===== src/rtl/bufseq_pkg.sv =====
// Shared types and constants for the buffer sequencer.
// The play list lives in buffer SEQ_BUF; each entry is two bytes
// (index/END byte, then dwell byte).
package bufseq_pkg;

   localparam int BUFFER_WIDTH = 8;
   localparam int BUFFER_SIZE  = 32;
   localparam int NO_BUFS      = 8;
   localparam int MAX_ENTRIES  = BUFFER_SIZE / 2;

   localparam int BUFP_W   = $clog2(NO_BUFS);
   localparam int FIELDP_W = $clog2(BUFFER_SIZE);
   localparam int PTR_W    = $clog2(MAX_ENTRIES);

   localparam logic [BUFP_W-1:0] SEQ_BUF = '0;

   // Index byte layout: bit 7 marks a terminator, bits [2:0] select the buffer.
   localparam int END_BIT = 7;
   localparam int IDX_W   = 3;

   typedef enum logic [2:0] {
      IDLE,
      FETCH_IDX,
      FETCH_DWELL,
      RUN,
      DONE
   } bufseq_state_e;

   // Last counter value of an entry; a dwell of 0 plays like a dwell of 1.
   function automatic logic [BUFFER_WIDTH-1:0] dwell_last(input logic [BUFFER_WIDTH-1:0] dwell);
      if (dwell == '0) begin
         return '0;
      end
      return dwell - 1'b1;
   endfunction

endpackage


===== src/rtl/bufseq_dwell_cnt.sv =====
// Step counter for one play-list entry. tc_o fires on the step that
// completes the programmed dwell (counter = max(dwell,1)-1 with en_i high).
module bufseq_dwell_cnt
   import bufseq_pkg::*;
(
   input  logic                    clk,
   input  logic                    rst_n,
   input  logic                    clr_i,
   input  logic                    en_i,
   input  logic [BUFFER_WIDTH-1:0] dwell_i,
   output logic                    tc_o
);

   logic [BUFFER_WIDTH-1:0] cnt_q;
   logic [BUFFER_WIDTH-1:0] cnt_d;

   // Next count: clear wins over a step.
   always_comb begin
      cnt_d = cnt_q;
      if (clr_i) begin
         cnt_d = '0;
      end else if (en_i) begin
         cnt_d = cnt_q + 1'b1;
      end
   end

   // Counter register.
   always_ff @(posedge clk or negedge rst_n) begin
      if (!rst_n) begin
         cnt_q <= '0;
      end else begin
         cnt_q <= cnt_d;
      end
   end

   assign tc_o = en_i && (cnt_q == dwell_last(dwell_i));

endmodule


===== src/rtl/buffer_sequencer.sv =====
// Play-list sequencer for the pattern buffer bank.
// Walks the list in buffer SEQ_BUF, drives bufp for each entry's dwell,
// and shares the bank's field port with the core (the core is locked out
// only during the two fetch cycles of each entry).
// Optional feature: define BUFSEQ_LOOP_EN to add the loop input, which
// restarts the list at its end instead of finishing.
//
// Core handshake: core_gnt is a combinational grant; a core request
// (core_field_write/core_fieldp) must be held until core_gnt is seen high,
// and field_write is only ever core_field_write qualified by core_gnt.
module buffer_sequencer
   import bufseq_pkg::*;
(
   input  logic                    clk,
   input  logic                    rst_n,
   input  logic                    start,
   input  logic                    stop,
   input  logic                    step,
`ifdef BUFSEQ_LOOP_EN
   input  logic                    loop,
`endif
   output logic [BUFP_W-1:0]       bufp,
   output logic [FIELDP_W-1:0]     fieldp,
   input  logic [BUFFER_WIDTH-1:0] field_byte,
   output logic                    field_write,
   input  logic [FIELDP_W-1:0]     core_fieldp,
   input  logic                    core_field_write,
   output logic                    core_gnt,
   output logic                    busy,
   output logic                    done,
   output logic [PTR_W-1:0]        cur_entry
);

   bufseq_state_e           state_q, state_d;
   logic [PTR_W-1:0]        ptr_q, ptr_d;
   logic [BUFP_W-1:0]       bufp_q, bufp_d;
   logic [IDX_W-1:0]        idx_q, idx_d;
   logic [BUFFER_WIDTH-1:0] dwell_q, dwell_d;
   logic                    busy_q, busy_d;
   logic                    done_q, done_d;
   logic                    cnt_clr;
   logic                    cnt_en;
   logic                    cnt_tc;
   logic                    loop_w;
   logic                    last_entry;

`ifdef BUFSEQ_LOOP_EN
   assign loop_w = loop;
`else
   assign loop_w = 1'b0;
`endif

   assign last_entry = (ptr_q == PTR_W'(MAX_ENTRIES - 1));
   assign cnt_en     = (state_q == RUN) && step;

   bufseq_dwell_cnt u_dwell_cnt (
      .clk     (clk),
      .rst_n   (rst_n),
      .clr_i   (cnt_clr),
      .en_i    (cnt_en),
      .dwell_i (dwell_q),
      .tc_o    (cnt_tc)
   );

   // Next-state and registered-output logic; stop overrides everything.
   always_comb begin
      state_d = state_q;
      ptr_d   = ptr_q;
      bufp_d  = bufp_q;
      idx_d   = idx_q;
      dwell_d = dwell_q;
      cnt_clr = 1'b0;
      if (stop) begin
         state_d = IDLE;
      end else begin
         case (state_q)
            IDLE: begin
               if (start) begin
                  state_d = FETCH_IDX;
                  ptr_d   = '0;
                  bufp_d  = SEQ_BUF;
               end
            end
            FETCH_IDX: begin
               if (field_byte[END_BIT]) begin
                  if (loop_w) begin
                     state_d = FETCH_IDX;
                     ptr_d   = '0;
                  end else begin
                     state_d = DONE;
                  end
               end else begin
                  idx_d   = field_byte[IDX_W-1:0];
                  state_d = FETCH_DWELL;
               end
            end
            FETCH_DWELL: begin
               dwell_d = field_byte;
               cnt_clr = 1'b1;
               bufp_d  = idx_q;
               state_d = RUN;
            end
            RUN: begin
               if (cnt_tc) begin
                  ptr_d = ptr_q + 1'b1;
                  // Running off entry 15 is an implicit end of list.
                  if (last_entry && !loop_w) begin
                     state_d = DONE;
                  end else begin
                     state_d = FETCH_IDX;
                     bufp_d  = SEQ_BUF;
                  end
               end
            end
            DONE: begin
               state_d = IDLE;
            end
            default: begin
               state_d = IDLE;
            end
         endcase
      end
      busy_d = (state_d != IDLE);
      done_d = (state_d == DONE);
   end

   // State and registered outputs.
   always_ff @(posedge clk or negedge rst_n) begin
      if (!rst_n) begin
         state_q <= IDLE;
         ptr_q   <= '0;
         bufp_q  <= SEQ_BUF;
         idx_q   <= '0;
         dwell_q <= '0;
         busy_q  <= 1'b0;
         done_q  <= 1'b0;
      end else begin
         state_q <= state_d;
         ptr_q   <= ptr_d;
         bufp_q  <= bufp_d;
         idx_q   <= idx_d;
         dwell_q <= dwell_d;
         busy_q  <= busy_d;
         done_q  <= done_d;
      end
   end

   // Field port mux: the sequencer owns it only while fetching list bytes.
   always_comb begin
      core_gnt    = 1'b1;
      fieldp      = core_fieldp;
      field_write = 1'b0;
      case (state_q)
         FETCH_IDX: begin
            core_gnt = 1'b0;
            fieldp   = {ptr_q, 1'b0};
         end
         FETCH_DWELL: begin
            core_gnt = 1'b0;
            fieldp   = {ptr_q, 1'b1};
         end
         default: begin
            core_gnt = 1'b1;
            fieldp   = core_fieldp;
         end
      endcase
      field_write = core_gnt && core_field_write;
   end

   assign bufp      = bufp_q;
   assign busy      = busy_q;
   assign done      = done_q;
   assign cur_entry = ptr_q;

endmodule


===== config.mk =====
export PLATFORM = sky130hd
export DESIGN_NAME = buffer_sequencer
export DESIGN_NICKNAME = d
export VERILOG_FILES = /design/src/rtl/bufseq_pkg.sv /design/src/rtl/bufseq_dwell_cnt.sv /design/src/rtl/buffer_sequencer.sv
export SDC_FILE = /design/constraint.sdc
export NUM_CORES = 1
export LEC_CHECK = 0
export CORE_UTILIZATION = 45
export DETAILED_ROUTE_END_ITERATION = 8
export PLACE_DENSITY = 0.71
export SETUP_SLACK_MARGIN = 0.2
export SYNTH_ARGS = -nofsm -noshare
export SYNTH_HDL_FRONTEND = slang
export SYNTH_SLANG_ARGS = --single-unit

===== constraint.sdc =====
create_clock -name clk -period 3.3 [get_ports clk]
set_clock_uncertainty 0.15 [all_clocks]
set_input_delay 0.99 -clock clk [delete_from_list [all_inputs] [get_ports clk]]
set_output_delay 0.99 -clock clk [all_outputs]
set_load 0.03 [all_outputs]

# Word-level counts from Yosys, hierarchy flattened
# Index checks and enable logic that the tools add are counted.
# Widths: inputs -> output; s select.
# word_totals
inputBits,19
latchBits,0
reg_bits,31
ram_bits,0
memories,0
rom_bits,0
# op_classes
magnitude_cmp,0
add_sub_neg,3
multipliers,0
n_bitwise,2
div_mod_pow,0
muxes,22
shifts,0
eq_ne,9
reduce_logical,14
# ops
cell,count
$mux 8,4
$mux 3,8
$pmux 3 s4,1
$pmux 5 s2,1
$pmux 3 s3,1
$add 8x1->8 const B,1
$eq 8x8->1,1
$logic_not 8->1,1
$mux 4,2
$pmux 4 s2,1
$sub 8x1->8 const B,1
$eq 3x2->1 const B,2
$ne 2x2->1 const B,3
$reduce_bool 3->1,2
$reduce_and 5->1,1
$add 4x1->4 const B,1
$eq 4x4->1 const B,1
$mux 1,4
$reduce_and 4->1,1
$reduce_bool 2->1,2
$eq 3x1->1 const B,1
$eq 3x3->1 const B,1
$logic_and 1x1->1,3
$logic_not 3->1,1
other kinds (4),5

# Logic depth before layout (Yosys ltp)
# Gate-level depths: netlist (run 1).
# depth
word_depth,9
depth_mapped,10
mapped_depth_nobuf,9

# Cells and area by module
# Synthesis (run 1) repeated with hierarchy kept, for this count alone.
# unflattened
hier_cells,189
area_unflattened_um2,1950.6
# modules_own_cells
module,instances,area_each_um2,cells_per_inst
buffer_sequencer,1,1247.4,106
bufseq_dwell_cnt,1,703.2,83

# Worst setup path before layout (run 1)
# No wires, ideal clock.
# synth_path
path_type,input port to flip-flop
startpoint,in step
endpoint,reg ptr_q[2] (netlist: cur_entry[2])
t_arrival_ns,2.526
cell_stages,8
t_required_ns,3.026
setup_ns,0.124
slack_ns,0.500
cell_sequence,nand4b_1 a21o_1 a2111oi_2 nand4_1 nor4b_2 buf_4 a21oi_1 a211o_1
# synth_between
elab_chain_cells,4
# synth_lines
element,line_no,text
start: declaration,buffer_sequencer.sv:18,"input logic step,"
$logic_and 1x1->1,buffer_sequencer.sv:54,assign cnt_en = (state_q == RUN) && step;
$logic_and 1x1->1,bufseq_dwell_cnt.sv:36,assign tc_o = en_i && (cnt_q == dwell_last(dwell_i));
$ne 2x2->1 (no source line),n/a,
$reduce_and 4->1 (no source line),n/a,
end signal: assignment,buffer_sequencer.sv:139,ptr_q <= ptr_d;
end: declaration,buffer_sequencer.sv:35,"logic [PTR_W-1:0] ptr_q, ptr_d;"
# No other way between the ends.
# A chain may end at the register's enable or synchronous reset.

# Final worst setup path (run 1)
# layout_path
startpoint,in core_fieldp[1]
endpoint,out fieldp[1]
# layout_between
elab_chain_cells,1
# layout_lines
element,line_no,text
start: declaration,buffer_sequencer.sv:26,"input logic [FIELDP_W-1:0] core_fieldp,"
$pmux 5 s2,buffer_sequencer.sv:153,case (state_q)
end: declaration,buffer_sequencer.sv:23,"output logic [FIELDP_W-1:0] fieldp,"
# No other way between the ends.

==> results.md, run 1 <==
Layout:
- The filler-free cell count of the finished design is 285.
- After the last flow step, the layout net total stands at 258.
- Leaving out fill and tap cells, the most frequent cells in the layout are dfrtp_1, clkdlybuf4s50_1, nand2_1.
- The area growth from synthesis to layout is 29.3%.
- The number of antenna diodes in the final layout is 0.
- In the final layout, the share of cells above drive strength 1 is 19.4%.
- Fill cells in the final layout number 311.
- The library cell used most frequently in the layout, excluding fill and tap cells, is dfrtp_1.

GRT:
- Global routing used 22.1% of the available tracks.
- The number of global-route vias before repair is 1595.
- The pin count of the biggest net entering global routing is 32.
- The wire length of the first global-routing pass is between 7 and 8 mm.
- The number of antenna violations at the first check in global routing was 0.
- The total overflow left after global routing is 0.

Critical path:
- The worst setup path is captured at a primary output.
- Along the worst path, the maximum fanout reaches 1.
- Data on the critical path is required at its endpoint by 2.16 ns.
- The path depth of the worst reg2reg path is 10.
- The type of element launching the critical path is a primary input.
- The critical path runs through a total of 3 cells.
- For this design, the slowest cell found on the critical path is clkdlybuf4s50_1.
- The largest delay contributor family on the critical path is buffers and inverters.
- In this design, the stage delay of the slowest critical-path cell is approximately 0.4 ns.
- The arrival time reported for the critical path endpoint is 1.81 ns.
- The category of the critical setup timing path is in2out.
- Counting both buffers and inverters, the worst setup path holds a total of 2.
- Traced cell by cell, the critical path runs through clkdlybuf4s50_1 > mux2_2 > buf_4.

Power:
- Summed over all cells, the static leakage comes to between 1 and 1.5 nW.
- The power per cell area is 559 mW/mm^2.
- After layout, the design draws a total of 1.32 mW.
- The worst-case IR drop observed on VDD is roughly 0.33 mV.

CTS:
- The TritonCTS sink count is 31.
- CTS built an H-tree with a depth of 2.
- Clock-pin slew was measured on the worst setup and hold paths at about 0.060 ns.
- The clock tree buffer depth is 2.
- The worst-skew pair later-pin latency is between 0.2 and 0.3 ns.
- The CTS tree is done.
- The total clock buffers created by CTS is 5.
- For this design, the CTS-stage hold fixing added 0 buffers.
- The root buffer cell chosen for the clock tree is clkbuf_8.

Drt:
- In this run, the number of DRC markers left after iteration 0 of detailed routing was a little under 90.
- The via total after detailed routing is 1583.
- The wire length reported by the detailed router is 4.34 mm.
- In this run the remaining antenna-violating nets after routing total 0.
- In the routed layout, each cell is associated on average with a via count of ~5.6.
- Dividing the detail-routed wire length by the instance count gives 15.2 um.
- The number of detailed-routing iterations run before antenna repair is 4.
- The post-route DRC violation count is 0.

Die:
- The effective utilization at floorplan is 48.5%.
- The die outline width is 65.7 um.
- The core region is about 0.0038 sq mm.
- The full die area is 0.00432 sq mm.
- In this run the core area contains 22 standard-cell rows.
- During I/O placement, the number of pins put on the boundary was 35.
- In this run the vertical extent of the chip is 65.7 um.

Synth:
- In this run the mean area of a mapped cell was 9.57 sq um.
- The multiplexer share of the synthesized area is 7.39%.
- The share of the synthesized area in compound gates (AO/OA/AOI/OAI) is 15.7%.
- Summing the areas of all xor and xnor instances in the mapped netlist gives ~4.8% of the synthesized area.
- Yosys printed 0 warnings.
- Summing the areas of all fa, ha and maj instances in the mapped netlist gives 2.05% of the synthesized area.
- Among all flip-flop cells after synthesis, the most frequent one is dfrtp_1.
- The number of distinct standard cells referenced by the synthesized netlist is 43.
- By area the synthesized netlist is led by dfrtp_1, mux2_2, nand2_1.
- Sequential cells were found to cover roughly 42% of the synthesized design area.
- Counting flops with an async set or reset pin after synthesis yields a share of 100%.
- The number of storage elements in the synthesis netlist is 31.
- The post-synthesis instance total is 191.
- By area, the combinational part of the netlist is dominated by simple AND/OR/NAND/NOR gates.
- The number of nets in the synthesized netlist is 213.
- The count of flip-flops with a built-in enable after synthesis is 0.
- The most area-hungry cell type in the Yosys netlist is dfrtp_1.
- Of the total synthesized cell area, the portion taken by AND, OR, NAND and NOR gates is 24.4%.
- The synthesized design devotes to its leading area cell type 42.4% of total area.
- The cell area after synthesis is 0.00183 sq mm.

STA:
- The final number of setup-violating endpoints is 0.
- Once routing completed, OpenROAD measured the worst setup slack at around 0.35 ns.
- The count of endpoints failing hold in the final timing report is 0.
- The number of max-slew violations in the final report is 0.
- The portion of the clock cycle consumed by the worst path in the final layout is 89.4%.
- The post-route minimum period is 2.95 ns.
- Based on the critical path, the design can be clocked at up to 339 MHz.
- At the pin with the least slew margin, the transition time is 0.581 ns.
- Setup repair after global routing left no endpoint under its margin.
- The relative max-transition margin is 60.9%.

Place:
- Counting tap cells, the placed design contains a total of ~280 instances.
- The weighted congestion reported at the end of routability-driven placement is 0.892.
- The count of buffers added on input and output ports is 34.
- After legalization and detailed placement, the total HPWL measured 3.16 mm.
- The pre-CTS worst setup slack is -0.00937 ns.

Min path:
- Along the worst hold path, the cell count comes to 1.
- The path class of the tightest hold or removal check is reg2reg.

Job:
- The reported max-cap violation count is 0.

Status:
- The run finished with clean final reports.
path summary, 6_finish.rpt:
kind / start / endpoint / slack (ns)
min: idx_q[0]$_DFFE_PN0P_ / bufp[0]$_DFFE_PN0P_ / 0.35
max in group asynchronous: rst_n / u_dwell_cnt.cnt_q[5]$_DFFE_PN0P_ / 1.75
min reg2reg: idx_q[0]$_DFFE_PN0P_ / bufp[0]$_DFFE_PN0P_ / 0.35
max reg2reg: dwell_q[0]$_DFFE_PN0P_ / cur_entry[2]$_DFFE_PN0P_ / 0.38
min in group asynchronous: rst_n / cur_entry[0]$_DFFE_PN0P_ / 0.96
max: core_fieldp[1] / fieldp[1] / 0.35
state kept, by name, indices dropped and copies added (netlist names):
name,count
dwell_q,8
u_dwell_cnt.cnt_q,8
cur_entry,4
bufp,3
idx_q,3
state_q,3
busy,1
done,1
cells by family after synthesis:
kind of cell               count (synthesis)
AOI/OAI and AO/OA                         42
adders and majority gates                  3
buffers and inverters                     14
muxes                                     12
and+or+nand+nor                           79
xor gates and xnor gates                  10
DFF                                       31
Yosys cell counts (4+ instances only):
cell type   n
nor3_1      4
o21ai_0    10
nor2b_1     4
xor2_1      5
dfrtp_1    31
clkbuf_1    4
or2_2       4
inv_1       8
and3_1      4
nand2_1    20
xnor2_1     5
mux2_2     12
or3_1       6
nor4_1      4
nor2_1     15
a21oi_1     8
nand4_1     5
power breakdown:
part           internal [mW]  switching (mW)  total (mW)
registers              0.450          0.0910       0.541
clock network          0.148           0.135       0.283
logic                  0.237           0.260       0.497
total                  0.835           0.486        1.32
per-layer routing:
layer | share of wire, % | wire length [um] | global-route usage (%)
met5 | 0 | 0 | 0
met4 | 0.41 | 18 | 5.71
met3 | 3.8 | 165 | 4.34
met2 | 52 | 2240 | 38.8
met1 | 44 | 1910 | 27.3
layout make-up:
class / count / area, sq um / share of cell area [%]
multi-input combinational: 146 / 1020 / 43.0
timing repair buffer: 44 / 400 / 16.9
clock buffer: 7 / 76.3 / 3.23
inverter: 8 / 30.0 / 1.27
sequential: 31 / 776 / 32.8
clock inverter: 1 / 5.00 / 0.212
tap: 48 / 60.1 / 2.54
stage by stage:
| stage | instance area, sq um | setup TNS [ns] | utilization (%) | hold slack (ns) |
|---|---|---|---|---|
| 2_1_floorplan | 1830 | 0 | - | 0.319 |
| 3_5_place_dp | 2260 | -0.0110 | 59.9 | 0.342 |
| 4_1_cts | 2340 | 0 | 62.1 | 0.347 |
| 5_1_grt | 2360 | 0 | 62.7 | 0.385 |
| 3_3_place_gp | 2260 | 0 | 59.9 | 0.329 |
| 6_report | 2360 | 0 | 62.7 | 0.346 |
what timing repair did:
action,4_1_cts,5_1_grt
hold endpoints to repair,0,0
resized for setup,0,4
setup buffers,0,0
setup endpoints to repair,0,10
No activity file was read; power rests on OpenSTA's default activity.
==> run 2: changes to the inputs <==
--- a/config.mk
+++ b/config.mk
@@ -8,6 +8,7 @@
 export CORE_UTILIZATION = 45
 export DETAILED_ROUTE_END_ITERATION = 8
 export PLACE_DENSITY = 0.71
+export RECOVER_POWER = 50
 export SETUP_SLACK_MARGIN = 0.2
 export SYNTH_ARGS = -nofsm -noshare
 export SYNTH_HDL_FRONTEND = slang
==> run 2 against run 1 <==
The run now ends with capacitance limit, slew limit left. Combinational power barely moved. Via count up 0.19%. Setup slack worse by 0.0018 ns. Cell count unchanged. Global-route usage is the same. Highest routed layer unchanged.
==> results.md, run 2 (synthesized netlist as in run 1, its figures left out) <==
Critical path:
- STA classifies the critical path endpoint as a primary output.
- At the worst endpoint, the arrival time is 1.81 ns.
- The worst-path maximum fanout is 1.
- The endpoint required time on the critical path is 2.16 ns.
- The type of element launching the critical path is a primary input.
- The category of the critical setup timing path is in2out.

Power:
- The share of total power dissipated in the clock network is 21.5%.
- The switching fraction of total power is 36.9%.
- The share of total power dissipated in sequential elements is 41.0%.
- The worst IR drop on VDD is 0.332 mV.
- The net switching power figure is just under 0.5 mW.
- For this design the ratio of total power to cell area is 560 mW/mm^2.
- The internal power component is 0.834 mW.
- The share of power burned in combinational logic is 37.6%.
- The reported leakage power is 1.02 nW.

GRT:
- In this run the most used layer during global routing was met2.
- The pin count of the biggest net entering global routing is 32.
- In the global route stage, met3 resource usage came out at 4.34%.
- The residual overflow from global routing is 0.
- The total track usage is approximately 22%.
- The number of global-route vias before repair is 1595.
- For this run, global-route usage on met1 was measured as 27.3%.
- The number of antenna violations at the first check in global routing came to 0.
- Global routing used approximately two fifths of the available met2 tracks.
- The wire length of the first global-routing pass is 7.24 mm.

CTS:
- The number of hold buffers added after CTS was 0.
- The total clock buffers created by CTS is 5.
- The post-CTS resize count is 0.
- The worst-skew pair later-pin latency is 0.28 ns.
- The number of buffers inserted to repair setup after CTS is 0.
- Clock-pin slew was measured on the worst setup and hold paths at about 0.060 ns.
- The TritonCTS sink count is 31.
- CTS built an H-tree with a depth of 2.
- TritonCTS built the clock tree.
- The clock tree buffer depth is 2.
- The clock root buffer is clkbuf_8.

Drt:
- The detailed-route vias per instance is approximately 5.6.
- The DRC violation total after the first TritonRoute iteration is 87.
- The post-route DRC violation count is 0.
- Across all layers, the routed design uses about 1600 vias.
- The wire length reported by the detailed router is 4.32 mm.
- The first TritonRoute pass finished after 4 iterations.
- The average wire length per cell after detail routing is 15.2 um.
- In this run the remaining antenna-violating nets after routing total 0.

Layout:
- The count of inserted antenna diode cells is 0.
- Summing all flip-flop and latch instances after layout gives a little under 800 sq um.
- The growth of design area from synthesis to finish is 29.1%.
- The fraction of the core area covered by cells at the end of the flow is between 60 and 70%.
- The layout net count is ~260.
- The most common library cell in the layout ignoring fill and taps is dfrtp_1.
- The count of cells in the finished layout, fillers not included, comes to about 290.
- The area of the multi-input gates is 0.00102 sq mm.
- Leaving out fill and tap cells, the most frequent cells in the layout are dfrtp_1, clkdlybuf4s50_1, nand2_1.
- Cells with a size suffix above 1 make up a little under a fifth of the layout.
- The count of filler cells inserted in the layout is 312.

Die:
- The number of placed I/O pins is 35.
- From left edge to right edge, the die measures 65.7 um.
- The effective utilization at floorplan is between 40% and 50%.
- The site row count is 22.
- The core box area is 0.00377 sq mm.
- The overall die height is 65.7 um.
- The full die area is 0.00432 sq mm.

Job:
- The reported max-cap violation count is 1.

Place:
- In this run, placement finished with an instance count of 276.
- The weighted congestion reported at the end of routability-driven placement is 0.892.
- In this run the tool buffered the top-level ports with 34 buffer cells.
- The detailed placer's ending HPWL is 3.16 mm.

STA:
- The post-route minimum period is 2.95 ns.
- The peak clock frequency supported by timing is 339 MHz.
- The number of max-slew violations in the final report came to 32.
- The final number of setup-violating endpoints is 0.
- The portion of the clock cycle consumed by the worst path in the final layout is roughly nine tenths.
- The count of endpoints failing hold in the final timing report is 0.
- The relative max-transition margin is -11.7%.
- The slew at the pin closest to its max-slew limit is 1.68 ns.
- Setup repair after global routing left no endpoint under its margin.

Status:
- The run finished, with violations left.
- The final reports fail on capacitance limit, slew limit.

Min path:
- The kind of path behind the tightest hold check is reg2reg.
run 2: cell count changes in the layout (fill, tap and decap cells not counted), sizes merged:
cell           delta
clkdlybuf4s50     -2
dlygate4sd3       +2
clkbuf            +1
buf               -1
run 2: path summary, 6_finish.rpt:
path / end / cells past startpoint / slack [ns] / startpoint
hold reg to reg: bufp[0]$_DFFE_PN0P_ / 1 / 0.35 / idx_q[0]$_DFFE_PN0P_
max in group asynchronous: u_dwell_cnt.cnt_q[5]$_DFFE_PN0P_ / 2 / 0.50 / rst_n
setup / recovery: fieldp[1] / 3 / 0.35 / core_fieldp[1]
setup reg to reg: cur_entry[2]$_DFFE_PN0P_ / 10 / 0.39 / dwell_q[0]$_DFFE_PN0P_
hold / removal: bufp[0]$_DFFE_PN0P_ / 1 / 0.35 / idx_q[0]$_DFFE_PN0P_
min in group asynchronous: cur_entry[0]$_DFFE_PN0P_ / 2 / 1.53 / rst_n
run 2: power by group through the flow:
stage	sequential [mW]	clock [mW]	combinational, mW
final	0.541	0.284	0.496
after global routing	0.552	0.304	0.545
after CTS	0.541	0.290	0.489
after detailed placement	0.545	0	0.486
after global placement	0.541	0	0.475
after floorplan	0.530	0	0.346
run 2: critical path, stage by stage:
cell and delay (ns):
clkdlybuf4s50_1 0.40, mux2_2 0.26, buf_4 0.17
run 2: routing by layer:
layer  routed length (um)  part of all wire, %  vias to the layer above
li1                     -                    -                      773
met1                 1940                   45                      774
met2                 2190                   51                       35
met3                  160                  3.7                        4
met4                   31                 0.72                        0
met5                    0                    0                        -
run 2: cell type report:
cell class                 instances  share of cell area (%)
tap                               48                    2.55
inverter                           8                    1.27
clock inverter                     1                   0.212
multi-input combinational        146                    43.1
clock buffer                       7                    3.23
sequential                        31                    32.9
timing repair buffer              44                    16.8
run 2: metrics by stage:
stage | setup WS, ns | area [sq um] | TNS [ns] | total power [mW] | hold WS, ns
final | 0.349 | 2360 | 0 | 1.32 | 0.346
after global routing | 0.137 | 2360 | 0 | 1.40 | 0.385
after CTS | 0.271 | 2340 | 0 | 1.32 | 0.347
after detailed placement | -0.00937 | 2260 | -0.0110 | 1.03 | 0.342
after global placement | 0.0434 | 2260 | 0 | 1.02 | 0.329
after floorplan | 0.500 | 1830 | 0 | 0.875 | 0.319
